[src/rtl/subtractor_pkg.sv]
// Shared definitions for the bit-serial subtractor: FSM state encoding and
// the helper that sizes the bit counter.
package subtractor_pkg;

  typedef enum logic [1:0] {
    IDLE = 2'd0,
    RUN  = 2'd1,
    DONE = 2'd2
  } sub_state_e;

  // The counter must hold the values 0..WIDTH.
  function automatic int unsigned cnt_width(input int unsigned w);
    return $clog2(w + 1);
  endfunction

  localparam int unsigned SUB_WIDTH = 8;
  localparam int unsigned CNT_W     = cnt_width(SUB_WIDTH);

endpackage : subtractor_pkg

[src/rtl/full_subtractor.sv]
// One-bit full subtractor: d = a - b - bin, with borrow out.
module full_subtractor (
  input  logic a,
  input  logic b,
  input  logic bin,
  output logic d,
  output logic bout
);

  assign d    = a ^ b ^ bin;
  assign bout = (~a & b) | (~a & bin) | (b & bin);

endmodule : full_subtractor

[src/rtl/serial_subtractor_8bit.sv]
// Bit-serial subtractor: diff = a - b - bin, one bit per clock, LSB first,
// valid/ready handshake on both sides. Define SUB_OVERFLOW_FLAG_EN to add the ovf output.
module serial_subtractor_8bit
  import subtractor_pkg::*;
#(
  parameter int unsigned WIDTH = SUB_WIDTH
) (
  input  logic             clk,
  input  logic             rst,
  input  logic             in_valid,
  output logic             in_ready,
  input  logic [WIDTH-1:0] a,
  input  logic [WIDTH-1:0] b,
  input  logic             bin,
  output logic             out_valid,
  input  logic             out_ready,
  output logic [WIDTH-1:0] diff,
  output logic             bout,
`ifdef SUB_OVERFLOW_FLAG_EN
  output logic             ovf,
`endif
  output logic             busy
);

  localparam int unsigned CW = cnt_width(WIDTH);

  sub_state_e       state_q, state_d;
  logic [WIDTH-1:0] a_q, a_d;
  logic [WIDTH-1:0] b_q, b_d;
  logic [WIDTH-1:0] diff_q, diff_d;
  logic             borrow_q, borrow_d;
  logic             bout_q, bout_d;
  logic [CW-1:0]    cnt_q, cnt_d;
  logic             fs_d;
  logic             fs_bout;
  logic             last_bit;

`ifdef SUB_OVERFLOW_FLAG_EN
  logic             ovf_q, ovf_d;
`endif

  full_subtractor u_fs (
    .a    (a_q[0]),
    .b    (b_q[0]),
    .bin  (borrow_q),
    .d    (fs_d),
    .bout (fs_bout)
  );

  assign last_bit = (cnt_q == CW'(WIDTH - 1));

  // NOTE: every signal gets a default before the case so no path leaves it
  // unassigned; otherwise synthesis infers a latch.
  always_comb begin
    state_d  = state_q;
    a_d      = a_q;
    b_d      = b_q;
    diff_d   = diff_q;
    borrow_d = borrow_q;
    bout_d   = bout_q;
    cnt_d    = cnt_q;
`ifdef SUB_OVERFLOW_FLAG_EN
    ovf_d    = ovf_q;
`endif

    unique case (state_q)
      IDLE: begin
        if (in_valid) begin
          a_d      = a;
          b_d      = b;
          borrow_d = bin;
          cnt_d    = '0;
          state_d  = RUN;
        end
      end

      RUN: begin
        // Operands drain LSB first; result bits enter at the MSB so that
        // after WIDTH shifts the first computed bit sits at diff[0].
        a_d      = {1'b0, a_q[WIDTH-1:1]};
        b_d      = {1'b0, b_q[WIDTH-1:1]};
        diff_d   = {fs_d, diff_q[WIDTH-1:1]};
        borrow_d = fs_bout;
        cnt_d    = cnt_q + CW'(1);
        if (last_bit) begin
          bout_d  = fs_bout;
`ifdef SUB_OVERFLOW_FLAG_EN
          // a_q[0]/b_q[0] are the original sign bits; fs_d is the result sign.
          ovf_d   = (a_q[0] != b_q[0]) && (fs_d != a_q[0]);
`endif
          state_d = DONE;
        end
      end

      DONE: begin
        if (out_ready) begin
          state_d = IDLE;
        end
      end

      default: begin
        state_d = IDLE;
      end
    endcase
  end

  // NOTE: sequential state uses non-blocking assignments only, so every flop
  // samples pre-edge values regardless of statement order.
  // NOTE: the operand shift registers are plain flops, not a memory, so they
  // are cleared on reset along with the rest of the state.
  always_ff @(posedge clk or posedge rst) begin
    if (rst) begin
      state_q  <= IDLE;
      a_q      <= '0;
      b_q      <= '0;
      diff_q   <= '0;
      borrow_q <= 1'b0;
      bout_q   <= 1'b0;
      cnt_q    <= '0;
    end else begin
      state_q  <= state_d;
      a_q      <= a_d;
      b_q      <= b_d;
      diff_q   <= diff_d;
      borrow_q <= borrow_d;
      bout_q   <= bout_d;
      cnt_q    <= cnt_d;
    end
  end

`ifdef SUB_OVERFLOW_FLAG_EN
  always_ff @(posedge clk or posedge rst) begin
    if (rst) begin
      ovf_q <= 1'b0;
    end else begin
      ovf_q <= ovf_d;
    end
  end

  assign ovf = ovf_q;
`endif

  assign in_ready  = (state_q == IDLE);
  assign out_valid = (state_q == DONE);
  assign busy      = (state_q != IDLE);
  assign diff      = diff_q;
  assign bout      = bout_q;

endmodule : serial_subtractor_8bit

[config.mk]
export PLATFORM = sky130hd
export DESIGN_NAME = serial_subtractor_8bit
export DESIGN_NICKNAME = d
export VERILOG_FILES = /design/src/rtl/subtractor_pkg.sv /design/src/rtl/full_subtractor.sv /design/src/rtl/serial_subtractor_8bit.sv
export SDC_FILE = /design/constraint.sdc
export NUM_CORES = 1
export LEC_CHECK = 0
export ABC_AREA = 1
export BUFFER_PORTS_ARGS = -buffer_cell sky130_fd_sc_hd__clkbuf_2
export CAP_MARGIN = 5
export CORE_MARGIN = 1.5
export CORE_UTILIZATION = 41
export DETAILED_ROUTE_END_ITERATION = 8
export GPL_TIMING_DRIVEN = 1
export HOLD_SLACK_MARGIN = 0.08
export PLACE_DENSITY = 0.6
export SETUP_SLACK_MARGIN = 0.3
export SYNTH_ARGS = -nofsm -noshare
export SYNTH_HDL_FRONTEND = slang
export SYNTH_SLANG_ARGS = --single-unit
[constraint.sdc]
create_clock -name clk -period 2.8 [get_ports clk]
set_input_delay 0.14 -clock clk [delete_from_list [all_inputs] [get_ports clk]]
set_output_delay 0.14 -clock clk [all_outputs]
set_load 0.01 [all_outputs]
======== After elaboration in Yosys (flattened, before gate mapping) ========
Index checks and enable logic that the tools add are counted.
word-level totals
  output and inout bits ................... 12
  register bits after elaboration ......... 32
cells by class
  eq/ne operators ......................... 6
  add/subtract/negate cells ............... 1
  multiplexer cells ....................... 12
  bitwise logic cells ..................... 8
  reductions and logical operators ........ 6
operator list
  operator               number
  $pmux W8 S2            2
  $mux W8                2
  $pmux W4 S2            1
  $mux W2                3
  $pmux W2 S3            1
  $add A4 B1 Y4 const B  1
  $eq A4 B3 Y1 const B   1
  $mux W4                1
  $ne A2 B2 Y1 const B   2
  $reduce_and A2 Y1      2
  $reduce_bool A2 Y1     2
  $and A1 B1 Y1          3
  $reduce_and A3 Y1      1
  $eq A2 B1 Y1 const B   1
  $eq A2 B2 Y1 const B   1
  $logic_not A2 Y1       1
  $ne A2 B1 Y1 const B   1
  $or A1 B1 Y1           2
  $pmux W1 S2            1
  $xor A1 B1 Y1          2
  $mux W1                1
  $not A1 Y1             1

======== Logic depth before layout (Yosys ltp) ========
Gate-level depths: netlist of the first run.
  depth in word-level cells ............... 5
  mapped depth ............................ 6

======== Hierarchy ========
A second synthesis of the first run with hierarchy kept.
second synthesis, totals
  cell total of the unflattened synthesis .. 170
  area total of the unflattened synthesis .. 1,467.7 um2
by module, submodules not included
  module                  cells an instance  area an instance (um2)  times used
  serial_subtractor_8bit  167                1,440.1                 1
  full_subtractor         3                  27.5                    1

======== Least setup slack after synthesis of the first run ========
Ideal clock, no wire load.
  path kind ............................... register -> register
  start point ............................. register borrow_q
  end point ............................... register diff_q[7], in the netlist diff[7]
  setup time .............................. 0.121 ns
  cell stages (with the launch flop) ...... 3
  setup slack ............................. 1.720 ns
  required time ........................... 2.679 ns
  data arrival time ....................... 0.959 ns
  cells stage by stage .................... dfrtp_1 fa_1 o21ai_1
between the ends
  longest elaborated chain between the ends .. 1
ends and longest elaborated chain
  what                    line                           source
  start, declared         serial_subtractor_8bit.sv:31   logic borrow_q, borrow_d;
  start signal, assigned  serial_subtractor_8bit.sv:125  borrow_q <= borrow_d;
  $xor A1 B1 Y1           full_subtractor.sv:10          assign d = a ^ b ^ bin;
  end signal, assigned    serial_subtractor_8bit.sv:124  diff_q <= diff_d;
  end, declared           serial_subtractor_8bit.sv:30   logic [WIDTH-1:0] diff_q, diff_d;
Every way passes these cells.
A chain may end at the register's enable or synchronous reset.

======== Worst setup path in the final report of the first run ========
  start point ............................. register state_q[0]
  end point ............................... output busy
between the ends
  longest elaborated chain between the ends .. 1
ends and longest elaborated chain
  what                    line                           source
  start, declared         serial_subtractor_8bit.sv:27   sub_state_e state_q, state_d;
  start signal, assigned  serial_subtractor_8bit.sv:121  state_q <= state_d;
  $reduce_bool A2 Y1      serial_subtractor_8bit.sv:145  assign busy = (state_q != IDLE);
  end, declared           serial_subtractor_8bit.sv:22   output logic busy
Every way passes these cells.

==> results of run 1 <==
[power by group]
| group | internal [mW] | switching (mW) |
|---|---|---|
| clock network | 0.196 | 0.171 |
| logic | 0.272 | 0.461 |
| registers | 0.650 | 0.150 |
| total | 1.12 | 0.782 |
[kinds of logic (layout without fill, tap and decap cells)]
family | after synthesis | after routing | share of synthesized area (%)
AO/OA/AOI/OAI | 5 | 5 | 1.756
AND/OR/NAND/NOR | 112 | 112 | 37.51
adder cells (fa/ha/maj) | 2 | 2 | 2.075
buffers and inverters | 17 | 52 | 7.581
flip-flops | 32 | 32 | 51.08
[critical path, stage by stage (launching register included)]
cell,delay (ps)
dfrtp_1,460
nor2_4,350
inv_1,80
clkbuf_2,130
[registers in the layout, indices dropped and copies added (netlist names)]
name      cells
state_q       2
diff          8
borrow_q      1
b_q           8
cnt_q         4
bout          1
a_q           8
[placed cells by master, fill, tap and decap left out]
cell | synthesis | layout
nor2_4 | 1 | 1
nand4_1 | 1 | 1
o31ai_1 | 1 | 1
nand3_1 | 43 | 43
clkbuf_2 | 1 | 32
buf_4 | 4 | 1
dfrtp_1 | 32 | 32
nand2_1 | 40 | 40
o21ai_1 | 4 | 4
inv_2 | 1 | 1
dlygate4sd3_1 | 0 | 4
nor2_1 | 4 | 4
ha_1 | 1 | 1
nand2_2 | 11 | 11
inv_8 | 1 | 1
inv_1 | 5 | 5
clkbuf_8 | 0 | 6
nand2_4 | 1 | 1
clkinv_2 | 0 | 2
fa_1 | 1 | 1
nand3_2 | 11 | 11
[worst max-delay path by stage]
stage,depth (start not counted),end
global route,3,busy
global placement,6,state_q[0]
detailed placement,6,state_q[0]
finish,3,busy
floorplan,2,diff[7]
CTS,3,busy
[per-layer routing]
layer	part of all wire, %	routed length, um	up-vias
met2	51	1683	30
met1	42	1365	603
li1	-	-	624
met3	4.6	151	6
met5	0	0	-
met4	2.4	78	0
[final cells by class]
type                            count  area share, %
Clock inverter                      2         0.5431
Sequential cell                    32          43.45
Timing Repair Buffer               37          11.27
Clock buffer                        6          4.481
Inverter                            7          1.833
Tap cell                           48          3.259
Multi-Input combinational cell    119          35.17
[stage by stage]
stage | hold slack, ps | instance area, um^2 | utilization, %
6_report | 105.9 | 1843 | 50.34
4_1_cts | 100.0 | 1843 | 50.34
2_1_floorplan | 236.6 | 1568 | -
3_3_place_gp | 228.3 | 1710 | 46.72
3_5_place_dp | 239.1 | 1710 | 46.72
5_1_grt | 116.5 | 1843 | 50.34
==> impl_metrics.py, run 1 <==
metrics = {
    "status": {
        "outcome": "completed",
    },
    "setup_path": {
        "critical_path.max_fanout": 17,
        "crit_required_ps": 2660,
        "critical_path.startpoint": "state_q[0]",
        "r2r_slack_ps": 1420,
        "crit_path_start_kind": "flip-flop",
        "crit_type": "flip-flop to primary output",
        "arrival_ps": 1310,
        "r2r_cells": 6,
        "r2r_end": "state_q[0]",
        "endpoint_kind": "primary output",
        "r2r-start": "state_q[1]",
    },
    "floorplanning": {
        "boundaryPins": 33,
        "start_util_pct": 42.82,
        "die_w_um": 64.84,
        "die_area_um2": 4204,
        "fp.coreArea_um2": 3661,
        "row_count": 22,
        "fp.dieH_um": 64.84,
    },
    "global_route": {
        "grt_max_degree": 34,
        "grt_use_total_pct": 17.49,
        "grt.met1_usage_pct": 20.07,
        "grtUsageMet2_pct": 29.90,
        "grt_use_met3_pct": 4.688,
        "grt_pass1_wl_um": 5478,
        "top_usage_layer": "met2",
        "grt_pass1_vias": 1238,
        "antenna_found_initial": 0,
        "grt_overflow": 0,
    },
    "finish": {
        "drive_above_1_share_pct": 33.00,
        "fin_cells": 251,
        "multi_input_area_um2": 648.1,
        "nFillCells": 364,
        "regArea_um2": 800.8,
        "nets": 225,
        "num_antenna_cells": 0,
        "area_growth_pct": 17.56,
    },
    "placement": {
        "place_inst": 239,
        "io_buffers": 32,
        "routabilityCongestion": 0.7031,
        "dp_slack_ps": 1429,
        "hpwlAfterDp_um": 2270,
    },
    "synth": {
        "seq_area_frac_synth_pct": 51.08,
        "synthesis.area_um2": 1568,
        "synth-seq-cells": 32,
        "synth_top_area_share_pct": 51.08,
        "yosysMostFrequentCell": "nand3_1",
        "synth_cells": 168,
        "synth_cell_types": 21,
        "synth_warnings": 0,
        "synth_top_area_cell": "dfrtp_1",
        "synth_common_cells": "43 x nand3_1, 40 x nand2_1, 32 x dfrtp_1",
        "synth_area_leaders": "dfrtp_1 51%, nand3_1 14%, nand2_1 9.6%",
        "synth_flop_cell": "dfrtp_1",
        "synth_edf_count": 0,
        "synthArstFlopShare_pct": 100.0,
        "syn_nets": 191,
        "syn_area_per_cell_um2": 9.332,
    },
    "job": {
        "drv_cap": 0,
    },
    "timing": {
        "clock.fmax_mhz": 689.4,
        "finClkSkew_ps": 6.486,
        "drv_slew": 0,
        "slew_headroom_pct": 57.46,
        "setup_tns_ps": 0,
        "rsz0062_at_grt": "no",
        "postLayoutSetupSlackWorst_ps": 1350,
        "setup-violations-final": 0,
        "post-route-period-util_pct": 51.80,
        "worst_pin_slew_ps": 637.4,
        "hold_viol_final": 0,
        "min_period_ps": 1450,
    },
    "clock_tree": {
        "clk_pin_slew_worst_paths_ps": 70,
        "root_buffer": "clkbuf_8",
        "cts.sinks": 32,
        "ctsResizeCount": 0,
        "htreeDepth": 2,
        "postCtsHoldBufs": 4,
        "clock_latency_ps": 280,
        "numCtsBuffers": 5,
        "tritoncts": "built",
        "cts_buffer_depth": 2,
        "post_cts_buffers": 0,
    },
    "pwr": {
        "p_leak_nw": 0.9770,
        "max-vdd-ir-drop_v": 0.0004387,
        "power_density_nw_per_um2": 1030,
        "power_mw": 1.899,
    },
    "drt": {
        "drt_iter0_drc": 50,
        "drt_drc_violations_left": 0,
        "routed_wl_um": 3279,
        "via_per_inst": 5.032,
        "vias": 1263,
        "dr.pass1.iters": 4,
        "ant_nets": 0,
        "wl_per_cell_um": 13.06,
    },
    "worst_hold_path": {
        "whs_endpoint": "a_q[6]",
        "hp-start": "a[6]",
        "min_path_cells": 3,
        "hp-class": "input pin to flip-flop",
    },
}
(Power assumes the default switching activity.)
==> run 2: changes to the inputs <==
--- a/config.mk
+++ b/config.mk
@@ -13,7 +13,7 @@
 export DETAILED_ROUTE_END_ITERATION = 8
 export GPL_TIMING_DRIVEN = 1
 export HOLD_SLACK_MARGIN = 0.08
-export PLACE_DENSITY = 0.6
+export PLACE_DENSITY = 0.62
 export SETUP_SLACK_MARGIN = 0.3
 export SYNTH_ARGS = -nofsm -noshare
 export SYNTH_HDL_FRONTEND = slang
==> constraint.sdc (replaced) <==
create_clock -name clk -period 1.3 [get_ports clk]
set_input_delay 0.065 -clock clk [delete_from_list [all_inputs] [get_ports clk]]
set_output_delay 0.065 -clock clk [all_outputs]
set_load 0.01 [all_outputs]
==> impl_metrics.py, run 2 (synthesis results as in run 1) <==
metrics = {
    "finish": {
        "fin_cells": 290,
        "nets": 264,
        "area_growth_pct": 75.18,
        "final_common_cell": "nand3_2",
        "num_antenna_cells": 0,
        "final_cell_mix": "44 x nand3_2, 31 x clkbuf_2, 30 x dfrtp_1",
        "post-route-cell-area_um2": 2746,
        "nFillCells": 254,
        "drive_above_1_share_pct": 66.94,
    },
    "timing": {
        "drv_slew": 0,
        "setup-violations-final": 0,
        "min_period_ps": 1203,
        "finClkSkew_ps": 6.687,
        "clock.fmax_mhz": 831.2,
        "worst_pin_slew_ps": 414.3,
        "hold_viol_final": 0,
        "post-route-period-util_pct": 92.55,
        "slew_headroom_pct": 72.38,
        "setup_tns_ps": 0,
        "hold_ws_ps": 334.8,
        "rsz0062_at_grt": "yes",
    },
    "pwr": {
        "sequentialPowerShare_pct": 30.3,
        "power_density_nw_per_um2": 2245,
        "p_switching_mw": 2.728,
        "p_leak_nw": 1.330,
        "swShare_pct": 44.25,
        "p_comb_share_pct": 56.5,
        "p_int_mw": 3.437,
        "p_clk_share_pct": 13.2,
        "max-vdd-ir-drop_v": 0.001401,
    },
    "status": {
        "outcome": "completed",
    },
    "worst_hold_path": {
        "hp-start": "in_valid",
        "whs_endpoint": "a_q[1]",
        "min_path_cells": 4,
        "hp-class": "input pin to flip-flop",
    },
    "placement": {
        "place_inst": 242,
        "routabilityCongestion": 0.7031,
        "hpwlAfterDp_um": 2147,
        "io_buffers": 32,
        "place_area_um2": 1745,
    },
    "global_route": {
        "grt_use_total_pct": 23.49,
        "grt_overflow": 0,
        "antenna_found_initial": 0,
        "grt_pass1_vias": 1545,
        "grt_pass1_wl_um": 7383,
        "grt_max_degree": 33,
    },
    "setup_path": {
        "r2r_cells": 6,
        "r2r_end": "cnt_q[1]",
        "r2r_slack_ps": 100,
        "critical_path.max_fanout": 4,
        "crit_required_ps": 1240,
        "arrival_ps": 1140,
        "crit_type": "flip-flop to primary output",
        "r2r-start": "state_q[1]",
        "crit_path_start_kind": "flip-flop",
        "endpoint_kind": "primary output",
    },
    "clock_tree": {
        "root_buffer": "clkbuf_8",
        "numCtsBuffers": 5,
        "tritoncts": "built",
        "htreeDepth": 2,
        "cts.sinks": 32,
        "clock_latency_ps": 290,
        "cts_buffer_depth": 2,
        "clk_pin_slew_worst_paths_ps": 70,
    },
    "floorplanning": {
        "die_area_um2": 4204,
        "row_count": 22,
        "fp.dieH_um": 64.84,
        "boundaryPins": 33,
        "fp.coreArea_um2": 3661,
        "start_util_pct": 42.82,
        "die_w_um": 64.84,
    },
    "drt": {
        "ant_nets": 0,
        "vias": 1527,
        "wl_per_cell_um": 16.88,
        "routed_wl_um": 4896,
        "drt_iter0_drc": 62,
        "dr.pass1.iters": 4,
        "drt_drc_violations_left": 0,
        "via_per_inst": 5.266,
    },
    "job": {
        "drv_cap": 0,
    },
}
[run 2: changes by cell type in the layout (fill, tap and decap cells not counted), moves of 8 or more]
cell,delta
nand3_1,-37
nand3_2,+33
nand2_1,-26
dlygate4sd3_1,+15
nand2_2,+13
nand2_4,+12
buf_4,+8
[run 2: how the worst max path moves through the flow]
stage	from	end	slack [ps]	cells past startpoint
finish	state_q[0]	busy	100	3
global route	state_q[1]	cnt_q[1]	70	6
CTS	state_q[0]	busy	110	3
detailed placement	state_q[1]	state_q[0]	60	5
global placement	state_q[1]	state_q[0]	110	5
floorplan	a_q[0]	borrow_q	230	4
[run 2: cell type report]
type                       count  area [um^2]  share of cell area (%)
clock buffer                   6        82.58                   3.007
clock inverter                 2        10.01                  0.3645
inverter                       7        47.55                   1.731
multi-input combinational    121         1066                   38.82
sequential                    32        803.3                   29.25
tap                           48        60.06                   2.187
timing repair buffer          71        629.4                   22.92
timing repair inverter         3        47.55                   1.731
[run 2: repair_timing]
item                       in CTS  in global routing
pin swaps                      23                 21
setup endpoints to repair      35                 35
resized for setup              47                 67
cloned                          7                  2
buffers inserted                7                  5
hold buffers                   19                  0
hold endpoints to repair       50                  0
[run 2: power by group through the flow]
stage	sequential [mW]	clock, mW	combinational [mW]
2_1_floorplan	1.72	0	1.36
3_3_place_gp	1.69	0	1.64
3_5_place_dp	1.71	0	1.71
4_1_cts	1.73	0.816	2.64
5_1_grt	1.93	0.877	3.72
6_report	1.87	0.815	3.48
[run 2: worst max-delay path, cell delays in order, from the launching register on]
cell	delay, ps
dfrtp_2	480
nor2_4	180
inv_1	60
clkbuf_2	120
[run 2: metal layers]
layer | GRT usage [%] | routed length (um) | vias to the layer above
li1 | - | - | 717
met1 | 28.10 | 1925 | 760
met2 | 41.49 | 2718 | 43
met3 | 4.167 | 176 | 7
met4 | 9.574 | 76 | 0
met5 | 0 | 0 | -
[run 2: through the flow]
step | worst slack (ps) | power [mW] | util (%)
global placement | 106.0 | 3.337 | 47.68
floorplan | 232.1 | 3.088 | -
global route | 65.06 | 6.528 | 75.02
CTS | 107.1 | 5.191 | 65.58
finish | 96.86 | 6.166 | 75.02
detailed placement | 59.94 | 3.425 | 47.68
==> run 3: changes to the inputs <==
--- a/config.mk
+++ b/config.mk
@@ -13,7 +13,7 @@
 export DETAILED_ROUTE_END_ITERATION = 8
 export GPL_TIMING_DRIVEN = 1
 export HOLD_SLACK_MARGIN = 0.08
-export PLACE_DENSITY = 0.62
+export PLACE_DENSITY = 0.68
 export SETUP_SLACK_MARGIN = 0.3
 export SYNTH_ARGS = -nofsm -noshare
 export SYNTH_HDL_FRONTEND = slang
==> impl_metrics.py, run 3 (synthesis results as in run 1) <==
metrics = {
    "clock_tree": {
        "clk_pin_slew_worst_paths_ps": 60,
        "cts.sinks": 32,
        "tritoncts": "built",
        "clock_latency_ps": 280,
        "htreeDepth": 2,
        "cts_buffer_depth": 2,
        "numCtsBuffers": 5,
        "root_buffer": "clkbuf_8",
    },
    "placement": {
        "place_inst": 244,
        "hpwlAfterDp_um": 2088,
        "io_buffers": 32,
        "routabilityCongestion": 0.7019,
    },
    "global_route": {
        "grt_pass1_wl_um": 5871,
        "grt_pass1_vias": 1322,
        "antenna_found_initial": 0,
        "grt_use_total_pct": 18.39,
        "grt_max_degree": 33,
        "grt_overflow": 0,
    },
    "finish": {
        "multi_input_area_um2": 679.4,
        "area_growth_pct": 40.38,
        "num_antenna_cells": 0,
        "final_common_cell": "nand3_1",
        "final_cell_mix": "43 x nand3_1, 39 x nand2_1, 31 x clkbuf_2",
        "regArea_um2": 803.3,
        "drive_above_1_share_pct": 38.36,
        "nets": 255,
        "nFillCells": 314,
        "fin_cells": 280,
    },
    "drt": {
        "dr.pass1.iters": 4,
        "via_per_inst": 4.886,
        "routed_wl_um": 3398,
        "ant_nets": 0,
        "vias": 1368,
        "wl_per_cell_um": 12.14,
        "drt_drc_violations_left": 0,
        "drt_iter0_drc": 65,
    },
    "setup_path": {
        "endpoint_kind": "primary output",
        "critical_path.max_fanout": 5,
        "path_cells": "nor2_4, inv_1, clkbuf_2",
        "crit_required_ps": 1240,
        "critPathTopFamily": "flip-flops",
        "path_buf_inv": 2,
        "cp_slowest_cell": "dfrtp_2",
        "max_stage_delay_ps": 470,
        "crit_type": "flip-flop to primary output",
        "crit_path_start_kind": "flip-flop",
        "arrival_ps": 1070,
    },
    "timing": {
        "setup-violations-final": 0,
        "rsz0062_at_grt": "yes",
        "drv_slew": 0,
        "slew_headroom_pct": 73.14,
        "hold_viol_final": 0,
        "clock.fmax_mhz": 878.8,
        "finClkSkew_ps": 6.749,
        "setup_tns_ps": 0,
        "min_period_ps": 1138,
        "worst_pin_slew_ps": 402.9,
        "post-route-period-util_pct": 87.53,
    },
    "status": {
        "outcome": "completed",
    },
    "pwr": {
        "power_density_nw_per_um2": 2114,
        "max-vdd-ir-drop_v": 0.0009508,
        "p_leak_nw": 1.130,
    },
    "floorplanning": {
        "die_area_um2": 4204,
        "boundaryPins": 33,
        "row_count": 22,
        "start_util_pct": 42.82,
        "fp.coreArea_um2": 3661,
        "fp.dieH_um": 64.84,
        "die_w_um": 64.84,
    },
    "job": {
        "drv_cap": 0,
    },
    "worst_hold_path": {
        "hp-class": "input pin to flip-flop",
    },
}
run 3: cell count changes in the layout (fill, tap and decap cells not counted), moves of 4 or more:
cell / change
nand2_2: -13
nand2_4: -12
nand3_2: -33
nand2_1: +25
nand3_4: -4
nand3_1: +37
run 3: layout make-up:
class / count / share of cell area, %
clock buffers: 7 / 4.377
inverters: 7 / 1.990
multi-input cells: 119 / 30.87
flip-flops and latches: 32 / 36.50
well taps: 48 / 2.729
repair buffers: 66 / 23.14
repair inverters: 1 / 0.3980
run 3: through the flow:
stage               setup slack [ps]  hold slack (ps)  power [mW]  instance area [um^2]  utilization, %
global placement               138.6            154.7       3.357                  1760           48.09
finish                         162.1            193.3       4.652                  2201           60.12
global route                   110.1            199.5       5.032                  2201           60.12
detailed placement             107.9            155.0       3.389                  1760           48.09
CTS                            164.4            217.6       4.427                  2108           57.59
floorplan                      232.1            161.6       3.088                  1579               -
run 3: power by group:
group          internal, mW  switching (mW)  total [mW]
sequential             1.40           0.321        1.73
combinational         0.981            1.14        2.12
clock                 0.471           0.332       0.803
run 3: final timing paths:
path | start | to | slack [ps] | depth (start not counted)
min in group asynchronous | rst | diff[4] | 390 | 4
max in group asynchronous | rst | state_q[0] | 580 | 4
setup reg to reg | a_q[0] | diff[7] | 170 | 3
hold reg to reg | diff[0] | diff[0] | 480 | 2
setup / recovery | state_q[0] | busy | 160 | 3
hold / removal | in_valid | cnt_q[2] | 190 | 4
run 3: routing by layer:
metal	vias up	global-route usage, %	wire, um	share of wire, %
met5	-	0	0	0
met4	0	7.447	29	0.85
met2	38	30.03	1724	51
met3	2	5.035	154	4.5
met1	644	22.97	1490	44
li1	684	-	-	-
run 3: worst reg2reg max path, cell delays in order (launching register included):
cell and delay, ps:
dfrtp_1 360, inv_2 50, fa_2 550, o21ai_1 50
run 3: repair_timing:
item                       in CTS  in global routing
gates resized for setup         6                 13
hold buffers                   19                  0
setup endpoints to repair      35                 35
hold endpoints to repair       50                  0
buffers inserted                5                  3
gates cloned                    1                  1
pin swaps                       1                  1
